$ cat config.mk
export PLATFORM = sky130hd
export DESIGN_NAME = duty_meter_multi
export DESIGN_NICKNAME = d
export VERILOG_FILES = /design/src/rtl/duty_meter_multi.sv
export SDC_FILE = /design/constraint.sdc
export NUM_CORES = 1
export LEC_CHECK = 0
export BUFFER_PORTS_ARGS = -buffer_cell sky130_fd_sc_hd__buf_2
export CAP_MARGIN = 20
export CELL_PAD_IN_SITES_DETAIL_PLACEMENT = 0
export CELL_PAD_IN_SITES_GLOBAL_PLACEMENT = 1
export CORE_MARGIN = 2
export CORE_UTILIZATION = 35
export CTS_CLUSTER_SIZE = 30
export DETAILED_ROUTE_END_ITERATION = 10
export PLACE_DENSITY = 0.73
export SLEW_MARGIN = 40
export SYNTH_ARGS = -nofsm -noshare
export SYNTH_HDL_FRONTEND = slang
export SYNTH_SLANG_ARGS = --single-unit
$ cat constraint.sdc
create_clock -name InputClock -period 4.9 [get_ports InputClock]
set_input_delay 0 -clock InputClock [delete_from_list [all_inputs] [get_ports InputClock]]
set_output_delay 0 -clock InputClock [all_outputs]
set_load 0.02 [all_outputs]
$ cat src/rtl/duty_meter_multi.sv
// duty_meter_multi: multi-channel duty-cycle meter, sequential divide and BCD.
// Define DUTY_ROUND_EN for round-half-up percentages (default: floor).
module duty_meter_multi #(
    parameter int CHANNELS = 2,
    parameter int PRESCALE = 2500,
    parameter int WINDOW   = 200,
    parameter int CNT_W    = 16
) (
    input  logic                InputClock,
    input  logic                Reset,
    input  logic [CHANNELS-1:0] Signal,
    input  logic                DutyReady,
    output logic                DutyValid,
    output logic [3:0]          DutyChannel,
    output logic [6:0]          DutyPercent,
    output logic [11:0]         DutyBcd,
    output logic                Busy,
    output logic                Overrun
);

    localparam int NW = CNT_W + 7;
    localparam int RW = CNT_W + 1;
    localparam int SW = $clog2(NW + 1);
    localparam int PW = (PRESCALE > 1) ? $clog2(PRESCALE) : 1;

    localparam logic [PW-1:0]    PRE_LAST = PW'(PRESCALE - 1);
    localparam logic [CNT_W-1:0] WIN_LAST = CNT_W'(WINDOW - 1);
    localparam logic [RW-1:0]    DIVISOR  = RW'(WINDOW);
    localparam logic [NW-1:0]    HUNDRED  = NW'(100);
    localparam logic [SW-1:0]    DIV_LAST = SW'(NW - 1);
    localparam logic [SW-1:0]    BCD_LAST = SW'(6);
    localparam logic [3:0]       CH_LAST  = 4'(CHANNELS - 1);
`ifdef DUTY_ROUND_EN
    localparam logic [NW-1:0]    HALF     = NW'(WINDOW / 2);
`endif

    typedef enum logic [2:0] {
        S_IDLE,
        S_LOAD,
        S_DIV,
        S_BCD,
        S_PRESENT
    } state_t;

    state_t state_q, state_d;

    logic [CHANNELS-1:0] meta_q, sync_q;
    logic [PW-1:0]       pre_q, pre_d;
    logic [CNT_W-1:0]    win_q, win_d;
    logic [CNT_W-1:0]    high_q [CHANNELS];
    logic [CNT_W-1:0]    high_d [CHANNELS];
    logic [CNT_W-1:0]    snap_q [CHANNELS];
    logic [CNT_W-1:0]    snap_d [CHANNELS];

    logic [3:0]          ch_q, ch_d;
    logic [NW-1:0]       nq_q, nq_d;
    logic [CNT_W-1:0]    rem_q, rem_d;
    logic [SW-1:0]       step_q, step_d;
    logic [6:0]          bin_q, bin_d;
    logic [10:0]         bcd_q, bcd_d;
    logic [6:0]          pct_q, pct_d;
    logic                ovr_q, ovr_d;
    logic [3:0]          och_q, och_d;
    logic [6:0]          opct_q, opct_d;
    logic [11:0]         obcd_q, obcd_d;

    logic                tick;
    logic                win_end;
    logic [CNT_W-1:0]    snap_sel;
    logic [NW-1:0]       num;
    logic [RW-1:0]       trial;
    logic                take;
    logic [NW-1:0]       q_next;
    logic [3:0]          tens_a;
    logic [3:0]          ones_a;
    logic [11:0]         bcd_next;

    always_comb begin
        snap_sel = '0;
        for (int i = 0; i < CHANNELS; i++) begin
            if (ch_q == 4'(i)) snap_sel = snap_q[i];
        end
    end

    // Sample counters: a window end restarts them on the same edge it samples.
    always_comb begin
        tick    = (pre_q == PRE_LAST);
        win_end = tick && (win_q == WIN_LAST);
        pre_d   = tick ? '0 : pre_q + PW'(1);
        win_d   = win_q;
        high_d  = high_q;
        if (tick) begin
            win_d = win_end ? '0 : win_q + CNT_W'(1);
            for (int i = 0; i < CHANNELS; i++) begin
                high_d[i] = win_end ? '0 : high_q[i] + CNT_W'(sync_q[i]);
            end
        end
    end

    always_comb begin
        trial    = {rem_q, nq_q[NW-1]};
        take     = (trial >= DIVISOR);
        q_next   = {nq_q[NW-2:0], take};
        tens_a   = (bcd_q[7:4] >= 4'd5) ? bcd_q[7:4] + 4'd3 : bcd_q[7:4];
        ones_a   = (bcd_q[3:0] >= 4'd5) ? bcd_q[3:0] + 4'd3 : bcd_q[3:0];
        bcd_next = {bcd_q[10:8], tens_a, ones_a, bin_q[6]};
`ifdef DUTY_ROUND_EN
        num      = NW'(snap_sel) * HUNDRED + HALF;
`else
        num      = NW'(snap_sel) * HUNDRED;
`endif
    end

    always_comb begin
        state_d = state_q;
        ch_d    = ch_q;
        nq_d    = nq_q;
        rem_d   = rem_q;
        step_d  = step_q;
        bin_d   = bin_q;
        bcd_d   = bcd_q;
        pct_d   = pct_q;
        ovr_d   = ovr_q;
        och_d   = och_q;
        opct_d  = opct_q;
        obcd_d  = obcd_q;
        snap_d  = snap_q;

        // A busy pipeline keeps draining the old snapshot; flag the loss.
        if (win_end) begin
            if (state_q == S_IDLE) begin
                for (int i = 0; i < CHANNELS; i++) begin
                    snap_d[i] = high_q[i] + CNT_W'(sync_q[i]);
                end
                state_d = S_LOAD;
                ch_d    = '0;
            end else begin
                ovr_d = 1'b1;
            end
        end

        unique case (state_q)
            S_IDLE: begin
            end
            S_LOAD: begin
                nq_d    = num;
                rem_d   = '0;
                step_d  = '0;
                state_d = S_DIV;
            end
            S_DIV: begin
                rem_d  = take ? CNT_W'(trial - DIVISOR) : CNT_W'(trial);
                nq_d   = q_next;
                step_d = step_q + SW'(1);
                if (step_q == DIV_LAST) begin
                    pct_d   = (q_next > HUNDRED) ? 7'd100 : q_next[6:0];
                    bin_d   = (q_next > HUNDRED) ? 7'd100 : q_next[6:0];
                    bcd_d   = '0;
                    step_d  = '0;
                    state_d = S_BCD;
                end
            end
            S_BCD: begin
                bcd_d  = bcd_next[10:0];
                bin_d  = {bin_q[5:0], 1'b0};
                step_d = step_q + SW'(1);
                if (step_q == BCD_LAST) begin
                    obcd_d  = bcd_next;
                    opct_d  = pct_q;
                    och_d   = ch_q;
                    state_d = S_PRESENT;
                end
            end
            S_PRESENT: begin
                if (DutyReady) begin
                    if (ch_q == CH_LAST) begin
                        state_d = S_IDLE;
                    end else begin
                        ch_d    = ch_q + 4'd1;
                        state_d = S_LOAD;
                    end
                end
            end
            default: state_d = S_IDLE;
        endcase
    end

    always_ff @(posedge InputClock) begin
        if (Reset) begin
            state_q <= S_IDLE;
            meta_q  <= '0;
            sync_q  <= '0;
            pre_q   <= '0;
            win_q   <= '0;
            for (int i = 0; i < CHANNELS; i++) begin
                high_q[i] <= '0;
                snap_q[i] <= '0;
            end
            ch_q    <= '0;
            nq_q    <= '0;
            rem_q   <= '0;
            step_q  <= '0;
            bin_q   <= '0;
            bcd_q   <= '0;
            pct_q   <= '0;
            ovr_q   <= 1'b0;
            och_q   <= '0;
            opct_q  <= '0;
            obcd_q  <= '0;
        end else begin
            state_q <= state_d;
            meta_q  <= Signal;
            sync_q  <= meta_q;
            pre_q   <= pre_d;
            win_q   <= win_d;
            high_q  <= high_d;
            snap_q  <= snap_d;
            ch_q    <= ch_d;
            nq_q    <= nq_d;
            rem_q   <= rem_d;
            step_q  <= step_d;
            bin_q   <= bin_d;
            bcd_q   <= bcd_d;
            pct_q   <= pct_d;
            ovr_q   <= ovr_d;
            och_q   <= och_d;
            opct_q  <= opct_d;
            obcd_q  <= obcd_d;
        end
    end

    assign DutyValid   = (state_q == S_PRESENT);
    assign DutyChannel = och_q;
    assign DutyPercent = opct_q;
    assign DutyBcd     = obcd_q;
    assign Busy        = (state_q != S_IDLE);
    assign Overrun     = ovr_q;

endmodule
Word level (Yosys, flattened, before mapping)
Cells that the tools add are included.
Storage, ports and cells
  bits in latches: 0
  bits in registers: 196
  bits in read-only memories: 0
  output and inout port bits: 26
  memories: 0
  bits in writable memories: 0
Operators by class
  multipliers: 1
  divide/modulo/power cells: 0
  multiplexer cells: 29
  $lt $le $gt $ge: 4
  reduce and logical (&&, ||, !) cells: 13
  bitwise logic cells: 1
  shift operators: 0
  equality and inequality tests: 10
  add/subtract/negate cells: 9
Operators with widths (number)
  16-bit 2-to-1 mux: 6
  23-bit one-hot mux with 2 select lines: 1
  16-bit by 1-bit adder with 16-bit output: 2
  16-bit one-hot mux with 2 select lines: 1
  4-bit 2-to-1 mux: 7
  23-bit by 7-bit > comparator with 1-bit output, second input constant: 1
  11-bit one-hot mux with 2 select lines: 1
  16-bit by 5-bit multiplier with 21-bit output, second input constant: 1
  17-bit by 8-bit greater-or-equal comparator with 1-bit output, second input constant: 1
  16-bit by 1-bit adder with 16-bit output, second input constant: 1
  16-bit by 8-bit equality test with 1-bit output, second input constant: 1
  16-bit by 8-bit subtractor with 16-bit output, second input constant: 1
  3-bit 2-to-1 mux: 5
  3-bit one-hot mux with 5 select lines: 1
  5-bit one-hot mux with 3 select lines: 1
  7-bit 2-to-1 mux: 2
  7-bit one-hot mux with 2 select lines: 1
  12-bit by 1-bit adder with 12-bit output, second input constant: 1
  12-bit equality test, second input constant: 1
  11-bit 2-to-1 mux: 1
  2-bit AND reduction: 5
  4-bit by 2-bit adder with 4-bit output, second input constant: 2
  4-bit by 3-bit greater-or-equal comparator with 1-bit output, second input constant: 2
  3-bit by 2-bit equality test with 1-bit output, second input constant: 2
  other kinds (17): 19

Longest topological paths before layout
  word-level depth: 6
  depth in mapped cells: 19

Worst setup path before layout
No wires, ideal clock.
  path type: register to register
  start point: register ch_q[1]
  end point: register nq_q[22]
  cell stages (with the launch flop): 19
  arrival time: 4508 ps
  required time: 4814 ps
  slack: 306 ps
  path through: dfxtp_1 inv_1 ha_1 nor4b_1 clkbuf_1 clkbuf_1 a22o_1 ha_1 ha_1 ha_1 xor2_1 ha_1 a211oi_1 nor2_1 a21oi_1 o21ai_0 a311oi_1 xor2_1 a211oi_1
On the way
  longest elaborated chain between the ends: 5
Ends and longest elaborated chain
  start, declared: line 55  | logic [3:0] ch_q, ch_d;
  start signal, assigned: line 218  | ch_q <= ch_d;
  4-bit logical NOT: line 81  | if (ch_q == 4'(i)) snap_sel = snap_q[i];
  16-bit 2-to-1 mux: line 81
  16-bit 2-to-1 mux *: line 81
  16-bit by 5-bit multiplier with 21-bit output *: line 110  | num = NW'(snap_sel) * HUNDRED;
  23-bit one-hot mux with 2 select lines *: line 142  | unique case (state_q)
  end signal, assigned: line 219  | nq_q <= nq_d;
  end, declared: line 56  | logic [NW-1:0] nq_q, nq_d;
Mark *: on every way between the ends. The rest lies on a longest branch, timed or not.
A chain may end at the register's enable or synchronous reset.

Final worst setup path
  start point: register ch_q[1]
  end point: register nq_q[21]
Same word-level chain as after synthesis.

==> run metrics <==
run status=complete, no violations; worst-path maximum fanout=9; global route overflow=0; data required time at the worst endpoint=5270 ps; mean post-synth cell area=8.38 sq um; Yosys warning total=0; antenna violations before repair=0; final-report hold violation count=0; number of nets at the end of the flow=1299; routed via count divided by cell count=4.95; worst supply voltage drop on vdd=0.233 mV; launching instance or port of the critical path=ch_q[1]; WP buf/inv=6; clock buffer count from CTS=17; initial standard-cell utilization of the core=0.354; max-cap check violation count=0; Port Buffer Count=30; number of enable-type register cells in the synthesized netlist=0; die boundary height=174 microns; Netlist Area Pre-Place=10100 sq um; final weighted congestion of routability-driven global placement=0.752; width of the chip=174 microns; count of distinct cell types in the synthesized netlist=57; via count of the first global-routing pass=7541; leakage power summed over all cells=4.59 nW; number of antenna diodes=0; post-detailed-route wirelength per cell=12.8 microns; min-delay worst type=input port to flop; share of the cycle needed by the critical path after routing=0.921; Starting DRT DRC Count=360; number of iterations in the first detailed-routing pass=5; post-route DRC violation count=0; maximum count of clock buffers along a single path=2; clock-pin transition on the worst setup and hold timing paths=70 ps; R2R Path Start=ch_q[1]; worst setup skew after layout=7.62 ps; clock tree root driver cell=sky130_fd_sc_hd__clkbuf_16; crit path max-delay cell type=sky130_fd_sc_hd__fa_1; total die area=30200 sq um; sequential share of the synthesized area=0.389; Core Box Area=28500 sq um; CTS sink cnt=196; CTS tree=yes; boundary pin count=31; share of layout cells above drive strength 1=0.0831; RSZ-0062 raised after global routing=false; total of fill cells in the finished design=2995; list of most frequent post-synthesis cells=sky130_fd_sc_hd__dfxtp_1, sky130_fd_sc_hd__nand2_1, sky130_fd_sc_hd__nor2_1; number of cell rows=62; net count after synthesis=1289; critical path's largest stage delay=490 ps; Period minus WS final=4510 ps; CP Cell Sequence=inv_1 > ha_1 > nor3b_4 > buf_4 > buf_4 > a22oi_1 > inv_1 > ha_1 > ha_1 > inv_1 > fa_1 > inv_1 > ha_1 > or2_2 > a21oi_1 > a21oi_1 > a31oi_1 > o21ai_0 > xnor2_1 > a211oi_1; most repeated cell in the gate-level netlist after synthesis=sky130_fd_sc_hd__dfxtp_1; largest net degree at the start of global routing=49; power density normalized to cell area=267 nW/um^2; post-synthesis async set-or-reset flop share=0; source-to-sink clock delay at the later pin of the worst-skew pair=440 ps; slew at the pin closest to its max-slew limit=796 ps; deepest level of the CTS H-tree=4; dominant delay contributor by cell family on the critical path=adder cells; area leader, netlist=sky130_fd_sc_hd__dfxtp_1; arrival time at the worst endpoint=4880 ps; largest cells by area after synthesis=sky130_fd_sc_hd__dfxtp_1, sky130_fd_sc_hd__ha_1, sky130_fd_sc_hd__nand2_1, sky130_fd_sc_hd__nor2_1, sky130_fd_sc_hd__xor2_1; total wirelength of the detailed-routed design=20600 microns; post-synth top area share=0.389; number of flip-flops and latches in the synthesized netlist=196; maximum operating frequency=222 MHz; crit end category=flop; vias after detailed routing=7987; number of max-slew violations in the final report=0; Setup Viol. Count Final=0; setup TNS=0 ps; number of standard cells in the layout, taps in and fillers out=1612; ANT nets after route=0; instance count after placement with tap cells included=1569; worst relative slew slack=0.469; HPWL after detailed placement=14600 microns; first-pass GRT wire length=35900 microns; global router's overall resource usage=0.140; predominant post-synthesis flop cell=sky130_fd_sc_hd__dfxtp_1; area grow syn2layout=11.7%; Worst Setup Start Kind=flop; path type of the worst setup path=flop to flop; gate count after technology mapping=1205; origin of the worst min-delay path=DutyReady
report_power, final:
| part | total [mW] | switching (mW) | internal [mW] |
|---|---|---|---|
| registers | 1.60 | 0.00253 | 1.60 |
| clock network | 1.37 | 0.634 | 0.735 |
| logic | 0.0433 | 0.0310 | 0.0123 |
timing repair:
item                                    in CTS  in global routing
endpoints found under the hold margin       16                  0
setup buffers                                0                  5
hold buffers                                 6                  0
endpoints found under the setup margin       0                  3
resized for setup                            0                  1
layout make-up:
cell class                 count  area [sq um]  area share
multi-input combinational    886          5730       0.508
sequential                   196          3920       0.348
tap                          384           480      0.0426
clock buffer                  19           453      0.0402
timing repair buffer          52           333      0.0295
inverter                      62           233      0.0206
clock inverter                13           126      0.0112
placed cells by master (no fill, tap or decap), types with 4 or more instances in the layout:
cell	count
sky130_fd_sc_hd__a211oi_1	53
sky130_fd_sc_hd__a21o_1	9
sky130_fd_sc_hd__a21oi_1	73
sky130_fd_sc_hd__a22o_1	27
sky130_fd_sc_hd__a22oi_1	18
sky130_fd_sc_hd__a311oi_1	5
sky130_fd_sc_hd__a31oi_1	10
sky130_fd_sc_hd__and3_1	18
sky130_fd_sc_hd__buf_2	29
sky130_fd_sc_hd__buf_4	17
sky130_fd_sc_hd__clkbuf_16	17
sky130_fd_sc_hd__clkinv_4	4
sky130_fd_sc_hd__dfxtp_1	196
sky130_fd_sc_hd__dlygate4sd3_1	6
sky130_fd_sc_hd__fa_1	10
sky130_fd_sc_hd__ha_1	69
sky130_fd_sc_hd__inv_1	62
sky130_fd_sc_hd__mux2i_1	8
sky130_fd_sc_hd__nand2_1	147
sky130_fd_sc_hd__nand2b_1	10
sky130_fd_sc_hd__nand3_1	36
sky130_fd_sc_hd__nand4_1	10
sky130_fd_sc_hd__nor2_1	140
sky130_fd_sc_hd__nor2b_1	9
sky130_fd_sc_hd__nor3_1	15
sky130_fd_sc_hd__nor3b_1	4
sky130_fd_sc_hd__nor4_1	7
sky130_fd_sc_hd__o21ai_0	55
sky130_fd_sc_hd__o22ai_1	7
sky130_fd_sc_hd__o31ai_1	4
sky130_fd_sc_hd__or2_2	6
sky130_fd_sc_hd__or3_1	8
sky130_fd_sc_hd__xnor2_1	31
sky130_fd_sc_hd__xor2_1	49
worst min-delay path: stages:
cell,delay [ps]
sky130_fd_sc_hd__dlygate4sd3_1,530
sky130_fd_sc_hd__buf_2,130
sky130_fd_sc_hd__nand2b_1,110
sky130_fd_sc_hd__a21oi_1,60
per-stage QoR:
stage                     instance area (sq um)  power, mW   util  setup slack, ps  hold WS (ps)
after floorplan                           10100       1.66      -              306           128
after global placement                    10600       1.68  0.371              132           212
after detailed placement                  10600       1.68  0.371              264           218
after CTS                                 11200       3.05  0.394              237           414
after global routing                      11300       3.12  0.395             13.7           420
final                                     11300       3.01  0.395              387           428
cells by family (layout without fill, tap and decap cells):
family / Yosys count / after routing / share of synthesized area
multiplexers: 8 / 8 / 0.00793
adder cells (fa/ha/maj): 79 / 79 / 0.105
buffers and inverters: 123 / 146 / 0.0478
AND/OR/NAND/NOR: 441 / 441 / 0.204
flip-flops: 196 / 196 / 0.389
AO/OA/AOI/OAI: 278 / 278 / 0.177
XOR/XNOR: 80 / 80 / 0.0694
registers in the layout, summed over array words and instances, names as in the netlist:
register / flops
snap_q: 32
DutyBcd: 12
pre_q: 12
bin_q: 7
DutyPercent: 7
rem_q: 16
nq_q: 23
bcd_q: 11
high_q: 32
DutyChannel: 4
win_q: 16
meta_q: 2
pct_q: 7
Overrun: 1
state_q: 3
step_q: 5
ch_q: 4
sync_q: 2
routing by layer:
metal | up-vias | wire length (microns) | global-route usage
li1 | 4218 | - | -
met1 | 3664 | 10900 | 0.195
met2 | 80 | 8950 | 0.217
met3 | 25 | 511 | 0.0300
met4 | 0 | 295 | 0.0448
met5 | - | 0 | 0
path summary, 6_finish.rpt:
| path | depth (start not counted) | slack (ps) | endpoint |
|---|---|---|---|
| worst min-delay path | 4 | 430 | state_q[2] |
| worst max-delay path | 20 | 390 | nq_q[21] |
| worst min register to register | 1 | 440 | sync_q[1] |
| worst max register to register | 20 | 390 | nq_q[21] |
Note: power is estimated with default switching activity, not from simulation.
